## config.mk

```make
export PLATFORM = sky130hd
export DESIGN_NAME = dmem_rmw_ctrl
export DESIGN_NICKNAME = d
export VERILOG_FILES = /design/src/rtl/dmem_rmw_ctrl_pkg.sv /design/src/rtl/dmem_lane_merge.sv /design/src/rtl/dmem_rmw_ctrl.sv
export SDC_FILE = /design/constraint.sdc
export NUM_CORES = 1
export LEC_CHECK = 0
export CAP_MARGIN = 20
export CELL_PAD_IN_SITES_DETAIL_PLACEMENT = 0
export CELL_PAD_IN_SITES_GLOBAL_PLACEMENT = 1
export CORE_UTILIZATION = 30
export CTS_BUF_LIST = sky130_fd_sc_hd__clkbuf_2
export DETAILED_ROUTE_END_ITERATION = 10
export PLACE_DENSITY_LB_ADDON = 0.1
export SLEW_MARGIN = 20
export SYNTH_ARGS = -nofsm -noshare
export SYNTH_HDL_FRONTEND = slang
export SYNTH_SLANG_ARGS = --single-unit
```

## constraint.sdc

```tcl
create_clock -name CLK -period 7.5 [get_ports CLK]
set_input_delay 0.75 -clock CLK [delete_from_list [all_inputs] [get_ports CLK]]
set_output_delay 0.75 -clock CLK [all_outputs]
set_load 0.01 [all_outputs]
```

## src/rtl/dmem_rmw_ctrl_pkg.sv

```systemverilog
// Shared encodings for the data-memory read-modify-write controller:
// access sizes, controller states and a sub-word size helper.
package dmem_rmw_ctrl_pkg;

    localparam logic [1:0] SZ_WORD = 2'd0;
    localparam logic [1:0] SZ_BYTE = 2'd1;
    localparam logic [1:0] SZ_HALF = 2'd2;

    typedef enum logic [1:0] {
        IDLE    = 2'd0,
        LD_WAIT = 2'd1,
        RMW     = 2'd2
    } dmem_state_e;

    // Size code 3 is reserved and behaves like a full word.
    function automatic logic is_subword(input logic [1:0] size);
        return (size == SZ_BYTE) || (size == SZ_HALF);
    endfunction

endpackage

```

## src/rtl/dmem_lane_merge.sv

```systemverilog
// Combinational big-endian lane merge: replaces the byte or halfword lane
// selected by offset in old_word with the right-justified new_data.
module dmem_lane_merge
    import dmem_rmw_ctrl_pkg::*;
(
    input  logic [31:0] old_word,
    input  logic [31:0] new_data,
    input  logic [1:0]  size,
    input  logic [1:0]  offset,
    output logic [31:0] merged_word
);

    always_comb begin
        merged_word = old_word;
        case (size)
            SZ_BYTE: begin
                case (offset)
                    2'd0:    merged_word[31:24] = new_data[7:0];
                    2'd1:    merged_word[23:16] = new_data[7:0];
                    2'd2:    merged_word[15:8]  = new_data[7:0];
                    default: merged_word[7:0]   = new_data[7:0];
                endcase
            end
            SZ_HALF: begin
                if (offset[1])
                    merged_word[15:0] = new_data[15:0];
                else
                    merged_word[31:16] = new_data[15:0];
            end
            default: merged_word = new_data;
        endcase
    end

endmodule

```

## src/rtl/dmem_rmw_ctrl.sv

```systemverilog
// Data-memory controller between MEM and a single-port synchronous SRAM.
// Sub-word stores use read-modify-write; DMEM_MISALIGN_TRAP_EN enables misalignment trapping.
module dmem_rmw_ctrl
    import dmem_rmw_ctrl_pkg::*;
#(
    parameter int          WADDR_W    = 14,
    parameter logic [31:0] RESET_DATA = 32'h0
) (
    input  logic               CLK,
    input  logic               RESET,
    input  logic               MemRead_IN,
    input  logic               MemWrite_IN,
    input  logic [31:0]        data_address_IN,
    input  logic [31:0]        data_write_IN,
    input  logic [1:0]         data_write_size_IN,
    output logic [31:0]        data_read_OUT,
    output logic               STALL_OUT,
`ifdef DMEM_MISALIGN_TRAP_EN
    output logic               MISALIGN_OUT,
`endif
    output logic               sram_en,
    output logic               sram_we,
    output logic [WADDR_W-1:0] sram_addr,
    output logic [31:0]        sram_wdata,
    input  logic [31:0]        sram_rdata
);

    localparam logic [1:0] ST_IDLE    = 2'(IDLE);
    localparam logic [1:0] ST_LD_WAIT = 2'(LD_WAIT);
    localparam logic [1:0] ST_RMW     = 2'(RMW);

    logic [1:0]         state, state_nxt;
    logic [WADDR_W-1:0] addr_q;
    logic [1:0]         off_q;
    logic [1:0]         size_q;
    logic [31:0]        data_q;
    logic [31:0]        read_q;

    logic [WADDR_W-1:0] req_addr;
    logic [1:0]         req_off;
    logic               req_sub;
    logic               misalign;
    logic               mis_flag;
    logic               ld_zero;
    logic               en_c, we_c, stall_c;
    logic [31:0]        merged_word;
    logic               unused_addr_hi;

    assign req_addr       = data_address_IN[WADDR_W+1:2];
    assign req_sub        = is_subword(data_write_size_IN);
    assign unused_addr_hi = ^data_address_IN[31:WADDR_W+2];

    // Without trapping, halves drop address bit 0; words ignore the offset entirely.
    assign req_off = (data_write_size_IN == SZ_HALF) ? {data_address_IN[1], 1'b0}
                                                     : data_address_IN[1:0];

`ifdef DMEM_MISALIGN_TRAP_EN
    assign misalign = (!req_sub && (data_address_IN[1:0] != 2'd0)) ||
                      ((data_write_size_IN == SZ_HALF) && data_address_IN[0]);
`else
    assign misalign = 1'b0;
`endif

    dmem_lane_merge u_lane_merge (
        .old_word    (sram_rdata),
        .new_data    (data_q),
        .size        (size_q),
        .offset      (off_q),
        .merged_word (merged_word)
    );

    always_comb begin
        state_nxt     = state;
        en_c          = 1'b0;
        we_c          = 1'b0;
        stall_c       = 1'b0;
        mis_flag      = 1'b0;
        ld_zero       = 1'b0;
        sram_addr     = req_addr;
        sram_wdata    = data_write_IN;
        data_read_OUT = read_q;
        case (state)
            ST_IDLE: begin
                if (MemWrite_IN) begin
                    if (misalign) begin
                        mis_flag = 1'b1;
                    end else if (req_sub) begin
                        en_c      = 1'b1;
                        stall_c   = 1'b1;
                        state_nxt = ST_RMW;
                    end else begin
                        en_c = 1'b1;
                        we_c = 1'b1;
                    end
                end else if (MemRead_IN) begin
                    if (misalign) begin
                        mis_flag = 1'b1;
                        ld_zero  = 1'b1;
                    end else begin
                        en_c      = 1'b1;
                        stall_c   = 1'b1;
                        state_nxt = ST_LD_WAIT;
                    end
                end
            end
            ST_LD_WAIT: begin
                sram_addr     = addr_q;
                data_read_OUT = sram_rdata;
                state_nxt     = ST_IDLE;
            end
            ST_RMW: begin
                sram_addr  = addr_q;
                sram_wdata = merged_word;
                en_c       = 1'b1;
                we_c       = 1'b1;
                state_nxt  = ST_IDLE;
            end
            default: state_nxt = ST_IDLE;
        endcase
    end

    // Reset forces the SRAM strobes low at once so a pending RMW write is dropped.
    assign sram_en   = en_c & ~RESET;
    assign sram_we   = we_c & ~RESET;
    assign STALL_OUT = stall_c & ~RESET;
`ifdef DMEM_MISALIGN_TRAP_EN
    assign MISALIGN_OUT = mis_flag & ~RESET;
`endif

    always_ff @(posedge CLK or posedge RESET) begin
        if (RESET) begin
            state  <= ST_IDLE;
            addr_q <= '0;
            off_q  <= 2'd0;
            size_q <= SZ_WORD;
            data_q <= 32'h0;
            read_q <= RESET_DATA;
        end else begin
            state <= state_nxt;
            if (state == ST_IDLE && state_nxt != ST_IDLE) begin
                addr_q <= req_addr;
                off_q  <= req_off;
                size_q <= data_write_size_IN;
                data_q <= data_write_IN;
            end
            if (state == ST_LD_WAIT)
                read_q <= sram_rdata;
            else if (ld_zero)
                read_q <= 32'h0;
        end
    end

endmodule

```

======== Yosys cells after proc, flatten, opt, wreduce, memory -nomap -nowiden ========
Cells that the tools add are included.
word-level totals
  register bits after elaboration ......... 84
  output and inout bits ................... 81
  logic and storage cells ................. 49
cells by class
  eq/ne operators ......................... 8
  mux-type cells .......................... 24
  bitwise gates (word level) .............. 4
  reductions and logical operators ........ 7
operator list
  operator                                                                count
  32-bit two-way mux                                                      2
  32-bit one-hot mux with 2 select lines                                  1
  16-bit two-way mux                                                      2
  8-bit two-way mux                                                       4
  14-bit two-way mux                                                      1
  2-bit by 1-bit equality test with 1-bit output (second input constant)  4
  2-bit equality test (second input constant)                             4
  1-bit two-way mux                                                       8
  2-bit two-way mux                                                       4
  2-bit zero test                                                         2
  1-bit one-hot mux with 2 select lines                                   2
  1-bit AND                                                               3
  3-bit OR reduction                                                      1
  2-bit nonzero test                                                      1
  2-bit OR reduction                                                      1
  1-bit logical AND                                                       1
  1-bit logical OR                                                        1
  1-bit inverter                                                          1

======== Logic depth before layout (Yosys ltp) ========
  depth after elaboration ................. 7
  depth in mapped cells ................... 8

======== Modules after synthesis ========
Synthesis repeated with hierarchy kept, for this count alone.
second synthesis, totals
  cell total of the unflattened synthesis .. 384
  area, all modules ....................... 5,054.8 um^2
modules (own cells, without submodules)
  module           instances  cells each  area an instance (um^2)
  dmem_rmw_ctrl    1          251         4,012.6
  dmem_lane_merge  1          133         1,042.2

======== Worst setup path after synthesis ========
No wires, ideal clock.
  path type ............................... input -> output
  start ................................... input RESET
  end ..................................... output STALL_OUT
  arrival ................................. 2.900 ns
  data required time ...................... 6.750 ns
  slack ................................... 3.850 ns
  stages .................................. 2
  cells stage by stage .................... inv_1 > o211a_1
on the way
  cells in the longest elaborated chain, start to end .. 2
RTL lines
  element             line                  RTL
  start: declaration  dmem_rmw_ctrl.sv:10   input logic RESET,
  1-bit inverter      dmem_rmw_ctrl.sv:125  assign STALL_OUT = stall_c & ~RESET;
  1-bit AND           dmem_rmw_ctrl.sv:125
  end: declaration    dmem_rmw_ctrl.sv:17   output logic STALL_OUT,
Every way passes these cells.

======== Final worst setup path ========
  start ................................... register state[0]
  end ..................................... output sram_wdata[3]
on the way
  cells in the longest elaborated chain, start to end .. 2
RTL lines
  element                   line                  RTL
  start: declaration        dmem_rmw_ctrl.sv:32   logic [1:0] state, state_nxt;
  start signal: assignment  dmem_rmw_ctrl.sv:139  state <= state_nxt;
  2-bit equality test       dmem_rmw_ctrl.sv:82   case (state)
  32-bit two-way mux        dmem_rmw_ctrl.sv:82
  end: declaration          dmem_rmw_ctrl.sv:24   output logic [31:0] sram_wdata,
Every way passes these cells.

==> impl_metrics.csv <==
group,metric,value,unit
status,outcome,"finished, final reports clean",
global_route,track_usage,17.5,%
logic_synthesis,synth_compound_area_share,13.3,%
sta,hold_violations,0,
power_and_ir_drop,p_sw,1310,uW
logic_synthesis,ys_warn_count,0,
logic_synthesis,avgSynthCellArea,12.3,sq um
cts,cts_repair_resize_count,0,
placed_design,dp.final_hpwl,10800,um
power_and_ir_drop,switching_share,39.6,%
global_route,grt_pass1_vias,4068,
sta,rsz0062_at_grt,"false",
sta,worst_pin_slew,1.07,ns
logic_synthesis,synthTopCellsByCount,"dfrtp_1, mux2_4, mux2_2",
routing,drc,0,
cts,post-cts-setup-buffers,0,
floorplan,die_w,134,um
cts,cts_tree,"yes",
job,maxCapViolCount,0,
logic_synthesis,yosys.area_share.xor_xnor,0,%
floorplan,coreArea,16800,sq um
global_route,grt_pass1_wl,23700,um
logic_synthesis,post-synth-top-count-cell,"dfrtp_1",
hold_path,hp-class,"reg2reg",
setup_path,start_kind,"flip-flop",
power_and_ir_drop,total_power,3300,uW
power_and_ir_drop,pwr-share-clk,7.2,%
finish,fin_nets,673,
floorplan,placementRows,47,
cts,path_clk_slew,0.21,ns
cts,clock-root-buffer,"clkbuf_2",
sta,fin_crit,5.08,ns
sta,finalMaxSlewViolations,0,
finish,n_antenna_cell,0,
routing,via_count,3993,
sta,relSlewSlack,28.5,%
cts,ctsHoldBuffers,0,
logic_synthesis,synthTopCellsByArea,"dfrtp_1, mux2_4, mux2_2",
routing,via_per_inst,5.05,
placed_design,io_buffers,166,
setup_path,worstPathArrival,4.33,ns
logic_synthesis,synthMuxAreaShare,29.1,%
logic_synthesis,ys_seq_elements,84,
logic_synthesis,synthDistinctLibCells,37,
sta,fmax,197,MHz
routing,finalWirelength,15400,um
power_and_ir_drop,peakVddDrop,0.000231,V
logic_synthesis,synth_top_cell_area_share,40.4,%
finish,synthToLayoutAreaGrowth,35.1,%
finish,drive_above_1_share,21.6,%
sta,post-route-period-util,67.8,%
floorplan,die_h,134,um
logic_synthesis,postSynth.asyncResetShare,100,%
setup_path,path_class,"reg2out",
floorplan,start_util,31.1,%
logic_synthesis,synth_edf_count,0,
cts,cts_sinks,84,
power_and_ir_drop,p_leak,0.00284,uW
logic_synthesis,synth_top_family_by_area,"multiplexers",
cts,clock_latency,0.59,ns
power_and_ir_drop,p_int,1990,uW
power_and_ir_drop,p_comb_share,65.2,%
logic_synthesis,ys_seq_area_share,40.4,%
logic_synthesis,synth.largest_area_cell,"dfrtp_1",
logic_synthesis,synth_flop_cell,"dfrtp_1",
global_route,grt_overflow_total,0,
cts,htree_levels,3,
routing,wl_per_cell,19.5,um
floorplan,die_area,17900,sq um
sta,setup_viol,0,
finish,n_fill_cell,1581,
sta,setup_tns,0,ns
logic_synthesis,post_synth_instance_area,5210,sq um
global_route,antenna_found_initial,0,
setup_path,worstSetupEndpointType,"primary output",
routing,ant_nets,0,
logic_synthesis,synthCells,425,
logic_synthesis,synth_fa_ha_area_share,1.44,%
logic_synthesis,synth_fp_nets,533,
cts,numCtsBuffers,9,
global_route,grt_max_degree,85,
floorplan,io_pins,183,
setup_path,required,6.75,ns
routing,drt-pass1-iter-count,4,
cts,cts_max_path_buffers,2,
placed_design,gp_congestion,0.764,
sta,clock_skew,0.0318,ns
power_and_ir_drop,power.density,469,nW/um^2
power_and_ir_drop,seqPwrFrac,27.5,%
routing,drt_iter0_drc,205,
logic_synthesis,synth_simple_gate_area_share,10.5,%
setup_path,crit_fanout,55,
routing by layer:
layer / vias to the layer above / GRT usage (%) / share of wire, %
met5: - / 0 / 0
met4: 0 / 6.19 / 2.6
met3: 18 / 5.14 / 6.5
met2: 140 / 27.1 / 46
met1: 1935 / 23.2 / 45
li1: 1900 / - / -
flip-flops by register name, indices dropped and copies added (netlist names):
signal and cells:
addr_q 14, read_q 32, data_q 32, size_q 2, state 2, off_q 2
final cells by class:
| class | count | area (sq um) | area share (%) |
|---|---|---|---|
| timing repair buffer | 169 | 1690 | 24.0 |
| clock inverter | 5 | 52.6 | 0.747 |
| inverter | 8 | 31.3 | 0.445 |
| tap | 220 | 275 | 3.91 |
| sequential | 84 | 2100 | 29.9 |
| multi-input combinational | 293 | 2830 | 40.2 |
| clock buffer | 11 | 55.1 | 0.782 |
layout by cell type, fill, tap and decap left out, drive strengths merged, types with 9 or more instances in the layout:
master	Yosys	layout
dfrtp	84	84
clkdlybuf4s50	0	166
clkbuf	19	11
mux2i	17	17
a21oi	12	12
mux2	103	103
nand2	18	18
o221ai	15	15
nor2b	12	12
o221a	16	16
nand3b	19	19
and2	9	9
logic make-up (layout without fill, tap and decap cells):
family	Yosys count	count (layout)
simple gates	83	83
mux	120	120
flops	84	84
buf+inv	48	193
compound gates	84	84
fa+ha+maj	6	6
worst max-delay path, stage by stage (launching register included):
cell,delay [ns]
dfrtp_1,0.48
inv_1,0.11
ha_2,0.89
nand2b_1,0.66
a21oi_1,0.81
a221o_1,0.27
clkdlybuf4s50_1,0.55
power groups by stage:
stage | Combinational (uW) | Sequential, uW | Clock, uW
floorplan | 1550 | 784 | 0
global placement | 2160 | 909 | 0
detailed placement | 2180 | 921 | 0
CTS | 2200 | 910 | 256
global route | 2320 | 947 | 271
finish | 2150 | 909 | 239
stage by stage:
stage                     setup WS, ns  utilization [%]  cells  cell area, sq um  hold WS [ns]
after CTS                         2.29             42.0    790              7040         0.517
final                             2.42             42.0    790              7040         0.509
after global routing              2.01             42.0    790              7040         0.540
after detailed placement          3.00             41.3    774              6930         0.472
after global placement            3.09             41.3    774              6930         0.468
after floorplan                   3.85                -    425              5210         0.473
final timing paths:
path	slack, ns	startpoint	cells past startpoint	to
worst max-delay path	2.42	state[0]$_DFF_PP0_	6	sram_wdata[3]
worst min-delay path	0.51	read_q[2]$_DFF_PP0_	1	read_q[2]$_DFF_PP0_
worst max register to register	5.04	state[0]$_DFF_PP0_	5	data_q[8]$_DFFE_PP0P_
worst min register to register	0.51	read_q[2]$_DFF_PP0_	1	read_q[2]$_DFF_PP0_
max in group asynchronous	6.18	RESET	3	off_q[1]$_DFFE_PP0P_
min in group asynchronous	0.73	RESET	3	data_q[16]$_DFFE_PP0P_
Note: power is estimated with default switching activity, not from simulation.
